===== src/rtl/prng_step_recover.sv =====
// Inverts PRNG (x,y) byte pairs to 16-bit steps and tracks continuity with a SEARCH/ACQUIRE/LOCKED FSM.
// One-cycle latency through a single output register; in_ready drops only while that register is held.
module prng_step_recover #(
  parameter int LOCK_THRESH   = 4,
  parameter int UNLOCK_THRESH = 3
) (
  input  logic        clk,
  input  logic        rst,
  input  logic        clear,
  input  logic        in_valid,
  output logic        in_ready,
  input  logic [7:0]  in_x,
  input  logic [7:0]  in_y,
  output logic        out_valid,
  input  logic        out_ready,
  output logic [15:0] out_step,
  output logic        out_match,
  output logic        locked,
  output logic [15:0] err_count
);

  typedef enum logic [1:0] {SEARCH, ACQUIRE, LOCKED} state_t;

  localparam logic [3:0] LOCK_T   = 4'(LOCK_THRESH);
  localparam logic [3:0] UNLOCK_T = 4'(UNLOCK_THRESH);

  state_t      state_q, state_d;
  logic [15:0] exp_q, exp_d;
  logic [3:0]  run_q, run_d;
  logic [3:0]  miss_q, miss_d;
  logic        ov_q, ov_d;
  logic [15:0] step_q, step_d;
  logic        match_q, match_d;
  logic [15:0] err_q, err_d;

  logic [7:0]  lo, hi;
  logic [15:0] dec;
  logic        accept, hit;

  assign lo       = in_y - in_x;
  assign hi       = in_x - lo;
  assign dec      = {hi, lo};
  assign in_ready = !ov_q || out_ready;
  assign accept   = in_valid && in_ready;
  // A beat arriving with clear is judged as if in SEARCH, so it can never match.
  assign hit      = (state_q != SEARCH) && !clear && (dec == exp_q);

  always_comb begin
    state_d = state_q;
    exp_d   = exp_q;
    run_d   = run_q;
    miss_d  = miss_q;
    ov_d    = ov_q;
    step_d  = step_q;
    match_d = match_q;
    err_d   = err_q;

    if (accept) begin
      ov_d    = 1'b1;
      step_d  = dec;
      match_d = hit;
    end else if (out_ready) begin
      ov_d = 1'b0;
    end

    if (clear) begin
      err_d  = 16'd0;
      miss_d = 4'd0;
      if (accept) begin
        state_d = ACQUIRE;
        exp_d   = dec + 16'd1;
        run_d   = 4'd1;
      end else begin
        state_d = SEARCH;
        run_d   = 4'd0;
      end
    end else if (accept) begin
      case (state_q)
        SEARCH: begin
          exp_d   = dec + 16'd1;
          run_d   = 4'd1;
          state_d = ACQUIRE;
        end
        ACQUIRE: begin
          exp_d = dec + 16'd1;
          if (hit) begin
            run_d = run_q + 4'd1;
            if (run_q + 4'd1 == LOCK_T) begin
              state_d = LOCKED;
              miss_d  = 4'd0;
            end
          end else begin
            run_d = 4'd1;
          end
        end
        LOCKED: begin
          // Flywheel: the expected step advances regardless of what arrived.
          exp_d = exp_q + 16'd1;
          if (hit) begin
            miss_d = 4'd0;
          end else begin
            if (err_q != 16'hFFFF) err_d = err_q + 16'd1;
            if (miss_q + 4'd1 == UNLOCK_T) begin
              state_d = SEARCH;
              run_d   = 4'd0;
              miss_d  = 4'd0;
            end else begin
              miss_d = miss_q + 4'd1;
            end
          end
        end
        default: state_d = SEARCH;
      endcase
    end
  end

  always_ff @(posedge clk or posedge rst) begin
    if (rst) begin
      state_q <= SEARCH;
      exp_q   <= 16'd0;
      run_q   <= 4'd0;
      miss_q  <= 4'd0;
      ov_q    <= 1'b0;
      step_q  <= 16'd0;
      match_q <= 1'b0;
      err_q   <= 16'd0;
    end else begin
      state_q <= state_d;
      exp_q   <= exp_d;
      run_q   <= run_d;
      miss_q  <= miss_d;
      ov_q    <= ov_d;
      step_q  <= step_d;
      match_q <= match_d;
      err_q   <= err_d;
    end
  end

  assign out_valid = ov_q;
  assign out_step  = step_q;
  assign out_match = match_q;
  assign locked    = (state_q == LOCKED);
  assign err_count = err_q;

endmodule


===== config.mk =====
export PLATFORM = sky130hd
export DESIGN_NAME = prng_step_recover
export DESIGN_NICKNAME = d
export VERILOG_FILES = /design/src/rtl/prng_step_recover.sv
export SDC_FILE = /design/constraint.sdc
export NUM_CORES = 1
export LEC_CHECK = 0
export BUFFER_PORTS_ARGS = -buffer_cell sky130_fd_sc_hd__buf_2
export CELL_PAD_IN_SITES_DETAIL_PLACEMENT = 0
export CELL_PAD_IN_SITES_GLOBAL_PLACEMENT = 1
export CORE_ASPECT_RATIO = 0.7
export CORE_UTILIZATION = 30
export CTS_CLUSTER_SIZE = 40
export DETAILED_ROUTE_END_ITERATION = 8
export HOLD_SLACK_MARGIN = 0.02
export PLACE_DENSITY = 0.62
export SLEW_MARGIN = 25
export SYNTH_ARGS = -nofsm -noshare
export SYNTH_HDL_FRONTEND = slang
export SYNTH_SLANG_ARGS = --single-unit
export TNS_END_PERCENT = 50

===== constraint.sdc =====
create_clock -name clk -period 4.7 [get_ports clk]
set_input_delay 0.47 -clock clk [delete_from_list [all_inputs] [get_ports clk]]
set_output_delay 0.47 -clock clk [all_outputs]
set_load 0.005 [all_outputs]

[Word-level counts from Yosys, hierarchy flattened]
Index checks and enable logic that the tools add are counted.
Widths: inputs -> output; s select.
Storage, ports and cells
  register bits: 60
  input bits: 21
  output and inout port bits: 36
Operators by class
  add/sub/neg operators: 7
  equal/unequal tests: 11
  multiplexer cells: 33
  reductions and logical operators: 21
Operators with widths (count)
  $mux 16: 8
  $add 16x1->16 const B: 3
  $mux 4: 11
  $pmux 16 s2: 1
  $eq 16x16->1: 1
  $ne 16x16->1 const B: 1
  $sub 8x8->8: 2
  $mux 2: 6
  $pmux 4 s3: 1
  $reduce_and 4->1: 3
  $reduce_bool 2->1: 5
  $ne 3x3->1 const B: 3
  $add 4x1->4 const B: 2
  $pmux 4 s2: 1
  $pmux 2 s3: 1
  $reduce_bool 3->1: 2
  $reduce_and 5->1: 1
  $eq 4x2->1 const B: 1
  $eq 4x3->1 const B: 1
  $mux 1: 4
  $reduce_bool 4->1: 1
  $logic_and 1x1->1: 3
  $ne 3x2->1 const B: 1
  $eq 2x1->1 const B: 1
  7 further kinds: 8

[Logic depth before layout (Yosys ltp)]
  word-level depth: 8
  depth in mapped cells: 17
  gate-level depth less buffers: 16

[Worst setup path after synthesis]
No wires, ideal clock.
  path type: in2reg
  start point: input in_y[0]
  end point: register err_q[5], in the netlist err_count[5]
  library setup time: 0.125 ns
  arrival time: 4.105 ns
  required time: 4.575 ns
  slack: 0.470 ns
  stages: 17
  buffers on the path: 1
  cell sequence: inv_1 ha_1 inv_1 fa_1 xnor2_1 ha_1 nor2b_1 o21ai_0 o211ai_1 o31ai_1 a31oi_1 or3_4 nand2_2 nor3_2 buf_2 nor4_1 mux2_2
Between the ends
  longest elaborated chain between the ends: 6
Ends and longest elaborated chain
  start: declaration: RTL line 13  | input logic [7:0] in_y,
  $sub 8x8->8 (*): RTL line 40  | assign lo = in_y - in_x;
  $sub 8x8->8: RTL line 41  | assign hi = in_x - lo;
  $eq 16x16->1 (*): RTL line 46  | assign hit = (state_q != SEARCH) && !clear && (dec == exp_q);
  $logic_and 1x1->1 (*): RTL line 46
  $ne 2x2->1 (no line) (*)
  $reduce_and 4->1 (no line) (*)
  end signal: assignment: RTL line 135  | err_q <= err_d;
  end: declaration: RTL line 34  | logic [15:0] err_q, err_d;
Every way passes the cells marked *; elsewhere a longest branch is shown, timed or not.
A chain may end at the register's enable or synchronous reset.

[Worst setup path in the final report]
  start point: input in_y[0]
  end point: register err_q[8], in the netlist err_count[8]
Same word-level chain as after synthesis.

==> results.toml <==
[status]
outcome = "finished, final reports clean"

[power_and_ir_drop]
p_total_mw = 2.273
power-per-cell-area_mw_per_mm2 = 400.7
p_leak_nw = 2.457
ir_drop_mv = 0.1538

[floorplan]
die_w_microns = 153.9
dieArea_sq_mm = 0.01667
ioPinCount = 57
core-area_sq_mm = 0.01564
floorplan.rows = 38
initial_core_util = 0.3097
die_h_microns = 108.3

[synthesis]
synth_cells = 571
ys_ff_latch = 60
avgSynthCellArea_sq_um = 8.484
synth_top_cell_by_area = "dfrtp_1"
synth_cell_types = 75
synth.area.top_cells = "dfrtp_1, xnor2_1, ha_1"
syn-num-nets = 615
netlist_area_sq_mm = 0.004845
yosysTopAreaCellShare = 0.3099
async_flop_share = 1.000
yosysMostFrequentCell = "nand2_1"
synth_flop_cell = "dfrtp_1"
yosys_warnings = 0
yosysSeqAreaShare = 0.3099
synthTopCellsByCount = "nand2_1, dfrtp_1, o21ai_0, nor2_1, a21oi_1"
synth_edf_count = 0

[final_layout]
multiInputGateArea_sq_mm = 0.003144
final_area_sq_mm = 0.005672
seqCellArea_sq_mm = 0.001501
drive_above_1_share = 0.1924
syn_to_final_growth_pct = 17.07
finalNetCount = 668
stdcell_count = 829
antenna_cells = 0
nFillCells = 1595
finish.utilization = 0.3626

[setup_path]
path_buf_inv = 4
cpPeakStageDelay_ns = 0.43
reg2reg_depth = 9
critical-path-top-delay-family = "simple AND/OR/NAND/NOR gates"
cp_max_fo = 20
crit_type = "in2reg"
crit_chain = "buf_2 -> inv_1 -> ha_1 -> inv_1 -> fa_1 -> xnor2_1 -> ha_1 -> nor2b_1 -> o21ai_0 -> o211ai_1 -> o31ai_1 -> a31oi_1 -> or3_4 -> nand2_2 -> nor3_2 -> buf_4 -> nor4b_1 -> mux2_2"
crit_path_start_kind = "input pin"
slowest_stage = "or3_4"
r2r_setup_slack_ns = 1.45
critical_path.endpoint_type = "register"
cp.arrival_ns = 4.41
cp.required_ns = 4.91
timing.rr.start = "err_count[3]$_DFFE_PP0P_"
r2r-end = "err_count[8]$_DFFE_PP0P_"

[timing]
drv_slew = 0
slew_headroom = 0.3708
period_needed_ns = 4.201
rsz0062_at_grt = "false"
hold_viol = 0
max_freq_mhz = 238.0
tightest_slew_ns = 0.9403
setup_viol = 0
tns_ns = 0
final.period_utilization = 0.8939
fin_skew_ns = 0.008679

[global_routing]
use_met3 = 0.03166
grt_pass1_vias = 4199
grtUsageTotal = 0.1740
grt_antenna_before_repair = 0
gr-total-overflow = 0
grt_max_degree = 41
grt_use_met1 = 0.2769
grt_most_used_layer = "met1"
grt_pass1_wl_microns = 22650
use_met2 = 0.2386

[detailed_routing]
vias = 4359
ant_nets = 0
vias_per_cell = 5.258
wl_microns = 13660
remaining_drc_errors = 0
wl_per_cell_microns = 16.48
drtIter0Drc = 362
firstDrtPassIters = 5

[place]
dp_cells = 813
placed_area_sq_mm = 0.005353
dp_hpwl_microns = 10630
globalplace.congestion = 0.9051
io_buffers = 56

[cts]
cts_sinks = 60
numCtsBuffers = 9
postCtsSetupBuffers = 0
htreeDepth = 3
clk_latency_ns = 0.33
clk_pin_slew_ns = 0.06
cts_tree = "done"
cts-root-buf = "clkbuf_16"
postCtsHoldBufs = 0
postCtsResizedCells = 0
cts_max_path_buffers = 2

[job]
max_cap_violations = 0

[min_path]
hp-class = "in2async"
[logic make-up (layout without fill, tap and decap cells)]
group / count (synthesis) / count (layout) / share of synthesized area
compound gates: 145 / 145 / 0.1963
xor+xnor: 49 / 49 / 0.1087
fa+ha+maj: 23 / 23 / 0.06250
buf+inv: 51 / 109 / 0.04236
flops: 60 / 60 / 0.3099
mux: 17 / 17 / 0.03977
simple gates: 226 / 226 / 0.2404
[metrics by stage]
step	setup WS (ns)	hold slack, ns
6_report	0.4987	0.1447
5_1_grt	0.1265	0.1851
4_1_cts	0.5104	0.1551
3_5_place_dp	0.1964	0.4651
3_3_place_gp	0.2776	0.4599
2_1_floorplan	0.4699	0.4699
[where the power goes]
part	internal, mW	switching (mW)
Combinational	0.364	0.484
Clock	0.477	0.228
Sequential	0.609	0.111
Total	1.45	0.823
[layout by cell type (no fill, tap or decap), types with 3 or more instances in the layout]
cell and instances:
and3_1 11, inv_1 26, a31o_2 3, xnor3_1 3, or4_1 3, mux2_2 14, o211ai_1 3, or3_1 6
clkbuf_16 9, nand2b_1 6, nor4_1 12, xnor2_1 31, nand2_1 70, a31oi_1 5, o21a_1 3, and2_1 6
nand3_1 16, o31ai_1 5, o21ai_0 42, nand4_1 4, buf_2 56, buf_4 10, a22o_1 5, nor2b_1 19
nor4b_1 6, nand4b_1 3, nor3_1 9, ha_1 21, nor2_1 36, o2111ai_1 3, xor2_1 10, dfrtp_1 60
a21oi_1 33, or2_2 6, a211o_1 5, o22ai_1 12
[worst max path at each step]
| stage | from | end | slack (ns) | depth (start not counted) |
|---|---|---|---|---|
| 2_1_floorplan | in_y[0] | err_count[5]$_DFFE_PP0P_ | 0.47 | 17 |
| 4_1_cts | in_y[0] | err_count[8]$_DFFE_PP0P_ | 0.51 | 18 |
| 5_1_grt | in_y[0] | state_q[0]$_DFFE_PP0P_ | 0.13 | 17 |
| 3_5_place_dp | in_y[0] | err_count[8]$_DFFE_PP0P_ | 0.20 | 18 |
| 6_report | in_y[0] | err_count[8]$_DFFE_PP0P_ | 0.50 | 18 |
| 3_3_place_gp | in_y[0] | err_count[10]$_DFFE_PP0P_ | 0.28 | 18 |
[area by class of cell]
type / count / area share
tap: 200 / 0.04412
inverter: 27 / 0.01787
timing repair buffer: 66 / 0.06265
sequential: 60 / 0.2647
clock inverter: 4 / 0.01280
clock buffer: 12 / 0.04346
multi-input combinational: 460 / 0.5544
[routing by layer]
layer,share of wire,vias up,routed length (microns)
li1,-,2149,-
met1,0.56,2091,7654
met2,0.38,111,5180
met3,0.054,8,741
met4,0.0062,0,85
met5,0,-,0
[sequential cells by signal (all words and copies together), names as in the netlist]
signal	cells
err_count	16
exp_q	16
out_step	16
miss_q	4
run_q	4
state_q	2
out_match	1
out_valid	1
Power figures use the tool's default switching activity.
